`config.mk`:
```
export PLATFORM = sky130hd
export DESIGN_NAME = ctrl_unit
export DESIGN_NICKNAME = d
export VERILOG_FILES = /design/src/rtl/cpu_pkg.sv /design/src/rtl/ctrl_decode.sv /design/src/rtl/ctrl_unit.sv
export SDC_FILE = /design/constraint.sdc
export NUM_CORES = 1
export LEC_CHECK = 0
export ABC_AREA = 1
export CAP_MARGIN = 20
export CELL_PAD_IN_SITES_DETAIL_PLACEMENT = 1
export CELL_PAD_IN_SITES_GLOBAL_PLACEMENT = 2
export CORE_AREA = 3 3 88 90
export CTS_CLUSTER_SIZE = 20
export DETAILED_ROUTE_END_ITERATION = 8
export DIE_AREA = 0 0 91 93
export PLACE_DENSITY_LB_ADDON = 0.1
export SETUP_SLACK_MARGIN = 0.3
export SLEW_MARGIN = 20
export SYNTH_ARGS = -nofsm -noshare
export SYNTH_HDL_FRONTEND = slang
export SYNTH_HIERARCHICAL = 1
export SYNTH_SLANG_ARGS = --single-unit
```
`constraint.sdc`:
```
create_clock -name clk -period 1.9 [get_ports clk]
set_clock_uncertainty 0.05 [all_clocks]
set_input_delay 0.285 -clock clk [delete_from_list [all_inputs] [get_ports clk]]
set_output_delay 0.285 -clock clk [all_outputs]
set_load 0.02 [all_outputs]
```
`src/rtl/cpu_pkg.sv`:
```
// cpu_pkg: shared constants and types for the instruction sequencer.
//   - opcode constants and instruction field positions (16-bit format)
//   - sel_alu codes driven to the datapath ALU
//   - sequencer FSM state enum and decoded instruction class enum
package cpu_pkg;

   localparam int INSTR_W = 16;

   // field positions: [15:12] opcode, [11:8] rd, [7:0] imm/target, [3:0] rs
   localparam int OPC_HI = 15;
   localparam int OPC_LO = 12;
   localparam int RD_HI  = 11;
   localparam int RD_LO  = 8;
   localparam int IMM_HI = 7;
   localparam int IMM_LO = 0;
   localparam int RS_HI  = 3;
   localparam int RS_LO  = 0;

   localparam logic [3:0] OPC_NOP  = 4'h0;
   localparam logic [3:0] OPC_LDI  = 4'h1;
   localparam logic [3:0] OPC_MOV  = 4'h2;
   localparam logic [3:0] OPC_ADD  = 4'h3;
   localparam logic [3:0] OPC_SUB  = 4'h4;
   localparam logic [3:0] OPC_AND  = 4'h5;
   localparam logic [3:0] OPC_OR   = 4'h6;
   localparam logic [3:0] OPC_XOR  = 4'h7;
   localparam logic [3:0] OPC_JMP  = 4'h8;
   localparam logic [3:0] OPC_JZ   = 4'h9;
   localparam logic [3:0] OPC_HALT = 4'hF;

   localparam logic [2:0] ALU_PASS = 3'd0;
   localparam logic [2:0] ALU_ADD  = 3'd1;
   localparam logic [2:0] ALU_SUB  = 3'd2;
   localparam logic [2:0] ALU_AND  = 3'd3;
   localparam logic [2:0] ALU_OR   = 3'd4;
   localparam logic [2:0] ALU_XOR  = 3'd5;

   typedef enum logic [2:0] {
      ST_IDLE   = 3'd0,
      ST_FETCH  = 3'd1,
      ST_DECODE = 3'd2,
      ST_OP2    = 3'd3,
      ST_OP1    = 3'd4,
      ST_EXEC   = 3'd5,
      ST_WRITE  = 3'd6,
      ST_HALT   = 3'd7
   } state_e;

   typedef enum logic [2:0] {
      CL_NOP  = 3'd0,
      CL_LDI  = 3'd1,
      CL_MOV  = 3'd2,
      CL_ALU  = 3'd3,
      CL_JMP  = 3'd4,
      CL_JZ   = 3'd5,
      CL_HALT = 3'd6
   } iclass_e;

   function automatic logic [3:0] fld_opcode(input logic [INSTR_W-1:0] i);
      return i[OPC_HI:OPC_LO];
   endfunction

endpackage

```
`src/rtl/ctrl_decode.sv`:
```
// ctrl_decode: purely combinational opcode decoder.
//   opcode    in  4 : instruction opcode field
//   iclass    out   : instruction class (NOP/LDI/MOV/ALU/JMP/JZ/HALT)
//   alu_op    out 3 : sel_alu code for EXEC (PASS for LDI/MOV/non-ALU)
//   uses_rs   out 1 : instruction reads rs from the register file
//   is_branch out 1 : JMP or JZ
// Opcodes 0xA-0xE fall through as NOP.
module ctrl_decode
   import cpu_pkg::*;
(
   input  logic [3:0] opcode,
   output iclass_e    iclass,
   output logic [2:0] alu_op,
   output logic       uses_rs,
   output logic       is_branch
);

   always_comb begin
      iclass    = CL_NOP;
      alu_op    = ALU_PASS;
      uses_rs   = 1'b0;
      is_branch = 1'b0;
      case (opcode)
         OPC_LDI: iclass = CL_LDI;
         OPC_MOV: begin
            iclass  = CL_MOV;
            uses_rs = 1'b1;
         end
         OPC_ADD: begin
            iclass  = CL_ALU;
            alu_op  = ALU_ADD;
            uses_rs = 1'b1;
         end
         OPC_SUB: begin
            iclass  = CL_ALU;
            alu_op  = ALU_SUB;
            uses_rs = 1'b1;
         end
         OPC_AND: begin
            iclass  = CL_ALU;
            alu_op  = ALU_AND;
            uses_rs = 1'b1;
         end
         OPC_OR: begin
            iclass  = CL_ALU;
            alu_op  = ALU_OR;
            uses_rs = 1'b1;
         end
         OPC_XOR: begin
            iclass  = CL_ALU;
            alu_op  = ALU_XOR;
            uses_rs = 1'b1;
         end
         OPC_JMP: begin
            iclass    = CL_JMP;
            is_branch = 1'b1;
         end
         OPC_JZ: begin
            iclass    = CL_JZ;
            is_branch = 1'b1;
         end
         OPC_HALT: iclass = CL_HALT;
         default: iclass = CL_NOP;
      endcase
   end

endmodule

```
`src/rtl/ctrl_unit.sv`:
```
// ctrl_unit: instruction sequencer driving the datapath control inputs.
//   clk       in        : clock, all state changes on rising edge
//   rst       in        : synchronous reset, active-low
//   run       in        : start execution, sampled in IDLE only
//   instr     in  IW    : program ROM data, valid one cycle after pc
//   alu_zero  in        : datapath zero flag, sampled in WRITE
//   pc        out PC_W  : program ROM address
//   r_wf, en_rf, en_reg, en_alu, en_imm, imm, sel_alu, sel_rf, sel_mux
//             out       : datapath controls (Moore, from state and IR)
//   halted    out       : HALT executed; left only through reset
//
// state  | meaning
// IDLE   | waiting for run
// FETCH  | pc presented to ROM
// DECODE | ROM data valid; IR loaded, next state / branch chosen
// OP2    | ALU: rs read into op2 register; LDI: immediate loaded
// OP1    | op1 selected (rd for ALU, rs for MOV, immediate for LDI)
// EXEC   | ALU enabled with the instruction's operation
// WRITE  | result written to rd, Z captured, pc+1
// HALT   | stopped, pc frozen, all enables low
module ctrl_unit
   import cpu_pkg::*;
#(
   parameter int PC_W = 8,
   parameter int IW   = 16
) (
   input  logic            clk,
   input  logic            rst,
   input  logic            run,
   input  logic [IW-1:0]   instr,
   input  logic            alu_zero,
   output logic [PC_W-1:0] pc,
   output logic            r_wf,
   output logic            en_rf,
   output logic            en_reg,
   output logic            en_alu,
   output logic            en_imm,
   output logic [7:0]      imm,
   output logic [2:0]      sel_alu,
   output logic [3:0]      sel_rf,
   output logic            sel_mux,
   output logic            halted
);

   state_e          state_q, state_d;
   logic [PC_W-1:0] pc_q, pc_d;
   logic            z_q, z_d;

   // IR is held pre-decoded: the opcode is stored as its decoded class and
   // ALU code, the operand bits [11:0] are kept verbatim.
   logic [11:0]     ir_q, ir_d;
   iclass_e         cls_q, cls_d;
   logic [2:0]      alu_q, alu_d;
   logic            uses_rs_q, uses_rs_d;

   iclass_e         dec_class;
   logic [2:0]      dec_alu;
   logic            dec_uses_rs;
   logic            dec_branch;

   logic [PC_W-1:0] pc_inc;
   logic [PC_W-1:0] pc_tgt;
   logic [3:0]      ir_rd;
   logic [3:0]      ir_rs;

   // Decoder only looks at live ROM data; it is consulted in DECODE alone,
   // so no output ever depends combinationally on instr.
   ctrl_decode u_decode (
      .opcode    (fld_opcode(instr)),
      .iclass    (dec_class),
      .alu_op    (dec_alu),
      .uses_rs   (dec_uses_rs),
      .is_branch (dec_branch)
   );

   assign pc_inc = pc_q + PC_W'(1);
   assign pc_tgt = PC_W'(instr[IMM_HI:IMM_LO]);
   assign ir_rd  = ir_q[RD_HI:RD_LO];
   assign ir_rs  = ir_q[RS_HI:RS_LO];
   assign pc     = pc_q;

   always_ff @(posedge clk) begin
      if (!rst) begin
         state_q   <= ST_IDLE;
         pc_q      <= '0;
         z_q       <= 1'b0;
         ir_q      <= '0;
         cls_q     <= CL_NOP;
         alu_q     <= ALU_PASS;
         uses_rs_q <= 1'b0;
      end else begin
         state_q   <= state_d;
         pc_q      <= pc_d;
         z_q       <= z_d;
         ir_q      <= ir_d;
         cls_q     <= cls_d;
         alu_q     <= alu_d;
         uses_rs_q <= uses_rs_d;
      end
   end

   always_comb begin
      state_d   = state_q;
      pc_d      = pc_q;
      z_d       = z_q;
      ir_d      = ir_q;
      cls_d     = cls_q;
      alu_d     = alu_q;
      uses_rs_d = uses_rs_q;
      case (state_q)
         ST_IDLE: begin
            if (run) state_d = ST_FETCH;
         end
         ST_FETCH: state_d = ST_DECODE;
         ST_DECODE: begin
            ir_d      = instr[11:0];
            cls_d     = dec_class;
            alu_d     = dec_alu;
            uses_rs_d = dec_uses_rs;
            if (dec_branch) begin
               state_d = ST_FETCH;
               pc_d    = (dec_class == CL_JMP || z_q) ? pc_tgt : pc_inc;
            end else begin
               case (dec_class)
                  CL_ALU, CL_LDI: state_d = ST_OP2;
                  CL_MOV:         state_d = ST_OP1;
                  CL_HALT:        state_d = ST_HALT;
                  default: begin
                     state_d = ST_FETCH;
                     pc_d    = pc_inc;
                  end
               endcase
            end
         end
         ST_OP2:  state_d = ST_OP1;
         ST_OP1:  state_d = ST_EXEC;
         ST_EXEC: state_d = ST_WRITE;
         ST_WRITE: begin
            z_d     = alu_zero;
            pc_d    = pc_inc;
            state_d = ST_FETCH;
         end
         ST_HALT: state_d = ST_HALT;
         default: state_d = ST_IDLE;
      endcase
   end

   always_comb begin
      r_wf    = 1'b0;
      en_rf   = 1'b0;
      en_reg  = 1'b0;
      en_alu  = 1'b0;
      en_imm  = 1'b0;
      sel_alu = ALU_PASS;
      sel_rf  = 4'd0;
      sel_mux = 1'b0;
      halted  = 1'b0;
      imm     = ir_q[IMM_HI:IMM_LO];
      case (state_q)
         ST_OP2: begin
            if (uses_rs_q) begin
               en_rf  = 1'b1;
               sel_rf = ir_rs;
               en_reg = 1'b1;
            end else if (cls_q == CL_LDI) begin
               en_imm = 1'b1;
            end
         end
         ST_OP1, ST_EXEC: begin
            // EXEC keeps the OP1 operand selection so op1 stays stable
            // while the ALU consumes it.
            case (cls_q)
               CL_LDI: sel_mux = 1'b1;
               CL_MOV: begin
                  sel_rf = ir_rs;
                  en_rf  = (state_q == ST_OP1);
               end
               CL_ALU: begin
                  sel_rf = ir_rd;
                  en_rf  = (state_q == ST_OP1);
               end
               default: sel_mux = 1'b0;
            endcase
            if (state_q == ST_EXEC) begin
               en_alu  = 1'b1;
               sel_alu = alu_q;
            end
         end
         ST_WRITE: begin
            en_rf  = 1'b1;
            r_wf   = 1'b1;
            sel_rf = ir_rd;
         end
         ST_HALT: halted = 1'b1;
         default: halted = 1'b0;
      endcase
   end

endmodule

```
==> results of run 1 <==
-- registers in the layout, summed over array words and instances, names as in the netlist --
name and flops:
alu_q 3, cls_q 3, ir_q 12, pc 8, state_q 3, uses_rs_q 1, z_q 1
-- cell type report --
| type | count | area [um2] |
|---|---|---|
| Sequential cell | 31 | 633 |
| Inverter | 45 | 179 |
| Clock buffer | 6 | 82.6 |
| Timing Repair Buffer | 83 | 753 |
| Tap cell | 99 | 124 |
| Fill cell | 908 | 4320 |
| Multi-Input combinational cell | 159 | 1040 |
| Clock inverter | 1 | 5.00 |
-- worst paths after layout --
kind | depth (start not counted) | slack (ns) | from | end
hold reg to reg | 2 | 0.40 | ir_q[4]$_SDFFE_PN0P_ | ir_q[4]$_SDFFE_PN0P_
setup / recovery | 6 | 0.12 | state_q[1]$_SDFFE_PN0P_ | sel_rf[1]
setup reg to reg | 9 | 0.45 | state_q[1]$_SDFFE_PN0P_ | pc[1]$_SDFFE_PN0P_
hold / removal | 2 | 0.40 | ir_q[4]$_SDFFE_PN0P_ | ir_q[4]$_SDFFE_PN0P_
-- logic make-up (layout without fill, tap and decap cells) --
kind of cell | after synthesis | count (layout) | share of synthesized area, %
AO/OA/AOI/OAI | 71 | 71 | 21.8
AND/OR/NAND/NOR | 82 | 84 | 23.5
XOR/XNOR | 3 | 3 | 1.51
flip-flops | 31 | 31 | 35.7
buffers and inverters | 63 | 135 | 16.8
adder cells (fa/ha/maj) | 1 | 1 | 0.720
-- cells in the mapped netlist, drive strengths merged --
cell type,number
xnor2,2
dfxtp,31
xor2,1
a21oi,28
o21ai,33
a22oi,1
nand3b,1
nor4,1
ha,1
or2,1
nor3,3
clkbuf,4
a211oi,1
a41oi,2
nand4,4
nand2,35
buf,14
inv,45
nor2,23
a31oi,2
nand3,14
o22ai,4
-- stage by stage --
stage	worst slack (ns)	hold WS (ns)	TNS, ns
2_1_floorplan	0.341	0.373	0
6_report	0.121	0.396	0
4_1_cts	0.111	0.396	0
3_5_place_dp	-0.255	0.385	-3.12
5_1_grt	0.0543	0.421	0
3_3_place_gp	-0.245	0.382	-2.82
-- routing by layer --
metal	up-vias	share of wire (%)
met4	0	1.2
met1	826	52
met5	-	0
li1	968	-
met3	6	3.3
met2	30	44
-- power breakdown --
part / internal, uW / total (uW) / switching, uW
clock network: 284 / 533 / 249
logic: 254 / 559 / 305
registers: 724 / 783 / 58.6
-- repair_timing --
item / in CTS / in global routing
endpoints found under the setup margin: 31 / 27
pin swaps: 8 / 10
resized for setup: 94 / 55
setup buffers: 1 / 5
hold buffers: 0 / 0
cloned: 2 / 0
-- placed cells by master (no fill, tap or decap), types with 2 or more instances in the layout --
| master | count |
|---|---|
| xnor2_1 | 2 |
| dfxtp_4 | 3 |
| buf_4 | 35 |
| nand3_2 | 4 |
| nor2_2 | 2 |
| nor2_1 | 13 |
| a41oi_4 | 2 |
| clkbuf_8 | 6 |
| nor3_2 | 2 |
| a21oi_1 | 26 |
| buf_6 | 9 |
| dlymetal6s2s_1 | 5 |
| clkdlybuf4s15_1 | 2 |
| nor2_4 | 8 |
| nand3_4 | 4 |
| nand3_1 | 7 |
| inv_2 | 6 |
| a31oi_1 | 2 |
| inv_4 | 4 |
| nand2_4 | 4 |
| o21ai_0 | 27 |
| dfxtp_1 | 27 |
| o22ai_2 | 4 |
| clkdlybuf4s50_1 | 19 |
| nand2_2 | 7 |
| o21ai_1 | 5 |
| dlygate4sd2_1 | 8 |
| nand2_1 | 25 |
| buf_2 | 2 |
| inv_1 | 35 |
| nand4_1 | 4 |
| a21oi_2 | 2 |
-- worst min-delay path, delay by kind of cell (launching register included) --
kind / cells / cell delay [ns]
flip-flops: 1 / 0.31
buffers and inverters: 1 / 0.05
AO/OA/AOI/OAI: 1 / 0.05
==> summary.txt, run 1 <==
Place
  – Port buffer count: between 40 and 50
  – Placed insts: a little over 400
  – Detailed placement HPWL: between 4000 and 5000 um
  – Post-placement cell area: ~0.0025 mm2
  – Routability cong.: ~0.70

STA
  – Final period utilization: between 90% and 100%
  – Final setup violating endpoints: 0
  – Slew Limit Fails: 0
  – RSZ-0062 raised after global routing: yes
  – Max Fclk: about 560 MHz
  – Final Hold Fails: 0
  – Post-route minimum period: 1.78 ns
  – Worst rel slew slack: about four fifths
  – Worst Max-Slew Pin Slew: between 0.3 and 0.4 ns

CTS
  – Clock buffer count from CTS: 5
  – H-tree Lvls: 2
  – CTS root buf: clkbuf_8
  – CTS Sinks: 31
  – Longest Clk Path Bufs: 2
  – CTS tree: built
  – Clock latency on the worst-skew pair: between 0.2 and 0.3 ns
  – Worst-path clk slew: around 0.060 ns

Synth
  – Syn_area_per_cell: approximately 6.9 um2
  – Synth Register Bits: 31
  – Main area contributors after synthesis: dfxtp_1 (36%), inv_1 (9.3%), a21oi_1 (8.1%), o21ai_0 (7.8%), nand2_1 (7.1%)
  – Dominant cell type by area after synthesis: dfxtp_1
  – Synth top area share: about 36%
  – Cell Area, Synth: roughly 0.0017 mm2
  – Synth warn: 6
  – Cells after Synth: 251
  – Mapped Nets: around 270
  – Sequential element share of the synthesized area: 35.7%
  – Yosys cell types: 33

Routing
  – Initial DRC count: 30
  – Drt pass-1 iters: 3
  – DRC: 0
  – Vias: 1830
  – Routed wire per std cell: between 10 and 15 um
  – Average vias per placed instance: between 4 and 5
  – Post-route ant nets: 0
  – WL final: about 5500 um

Global route
  – Met2 Use GR: around a fifth
  – Initial antenna violation count: 0
  – Largest net degree at the start of global routing: 39
  – Vias in the first global route: around 1700
  – GRT busiest layer: met2
  – First-pass GRT wire length: around 8900 um
  – M1 GR Usage: between 10% and 20%
  – Tot GR Track Use: between 10% and 20%
  – M3 GR Usage: between 3 and 4%
  – Total gr overflow: 0

Setup path
  – Critical-path top delay cell: dfxtp_4
  – Setup crit end kind: output port
  – Crit path buf inv count: 3
  – Top cell by count, worst path: buf_6
  – Worst Setup Path Type: register to output port
  – CP cell instances: buf_6 > nand3_4 > inv_4 > a41oi_4 > o22ai_2 > buf_6
  – Critical path arrival: roughly 1.4 ns
  – CP Data Required Time: 1.56 ns
  – Largest stage delay, worst path: approximately 0.36 ns
  – Worst path top cell family by delay: compound AO/OA/AOI/OAI gates
  – Critical path peak fanout: 4
  – Crit start category: register

Finish
  – Nets: 346
  – Final core utilization: between 30% and 40%
  – Layout cells sized above 1: between 30 and 40%
  – Post-Layout Cell Count: between 400 and 500
  – Area Growth Syn to Fin: 61.9%
  – Final instance area: around 0.0028 mm2
  – Antenna diodes: 0

Floorplan
  – Die ar.: approximately 0.0085 mm2
  – Die Span X: 91 um
  – IO Count: 50
  – Core area: 0.00714 mm2
  – Site Rows: 31
  – Initial core utilization: about 24%
  – Die Span Y: 93 um

Power and ir drop
  – Power per cell area: around 670 mW/mm2
  – Worst IR drop on VDD: around 0.29 mV
  – Lkg Pwr: ~0.0012 uW
  – Pwr Total: 1870 uW

Flow run
  – Max cap viols: 0

Worst hold path
  – Hold Path Class: register to register

Outcome
  – Outcome: finished, final reports clean
(Power assumes the default switching activity.)
==> inputs of run 2 (changes only) <==
--- a/config.mk
+++ b/config.mk
@@ -6,6 +6,7 @@
 export NUM_CORES = 1
 export LEC_CHECK = 0
 export ABC_AREA = 1
+export ABC_CLOCK_PERIOD_IN_PS = 1900
 export CAP_MARGIN = 20
 export CELL_PAD_IN_SITES_DETAIL_PLACEMENT = 1
 export CELL_PAD_IN_SITES_GLOBAL_PLACEMENT = 2
==> results of run 2 <==
The final DEF is identical to that of run 1; final timing and power are the same.
==> inputs of run 3 (changes only) <==
--- a/config.mk
+++ b/config.mk
@@ -11,7 +11,6 @@
 export CELL_PAD_IN_SITES_DETAIL_PLACEMENT = 1
 export CELL_PAD_IN_SITES_GLOBAL_PLACEMENT = 2
 export CORE_AREA = 3 3 88 90
-export CTS_CLUSTER_SIZE = 20
 export DETAILED_ROUTE_END_ITERATION = 8
 export DIE_AREA = 0 0 91 93
 export PLACE_DENSITY_LB_ADDON = 0.1
==> results of run 3 <==
The final DEF is identical to that of run 1; final timing and power are the same.
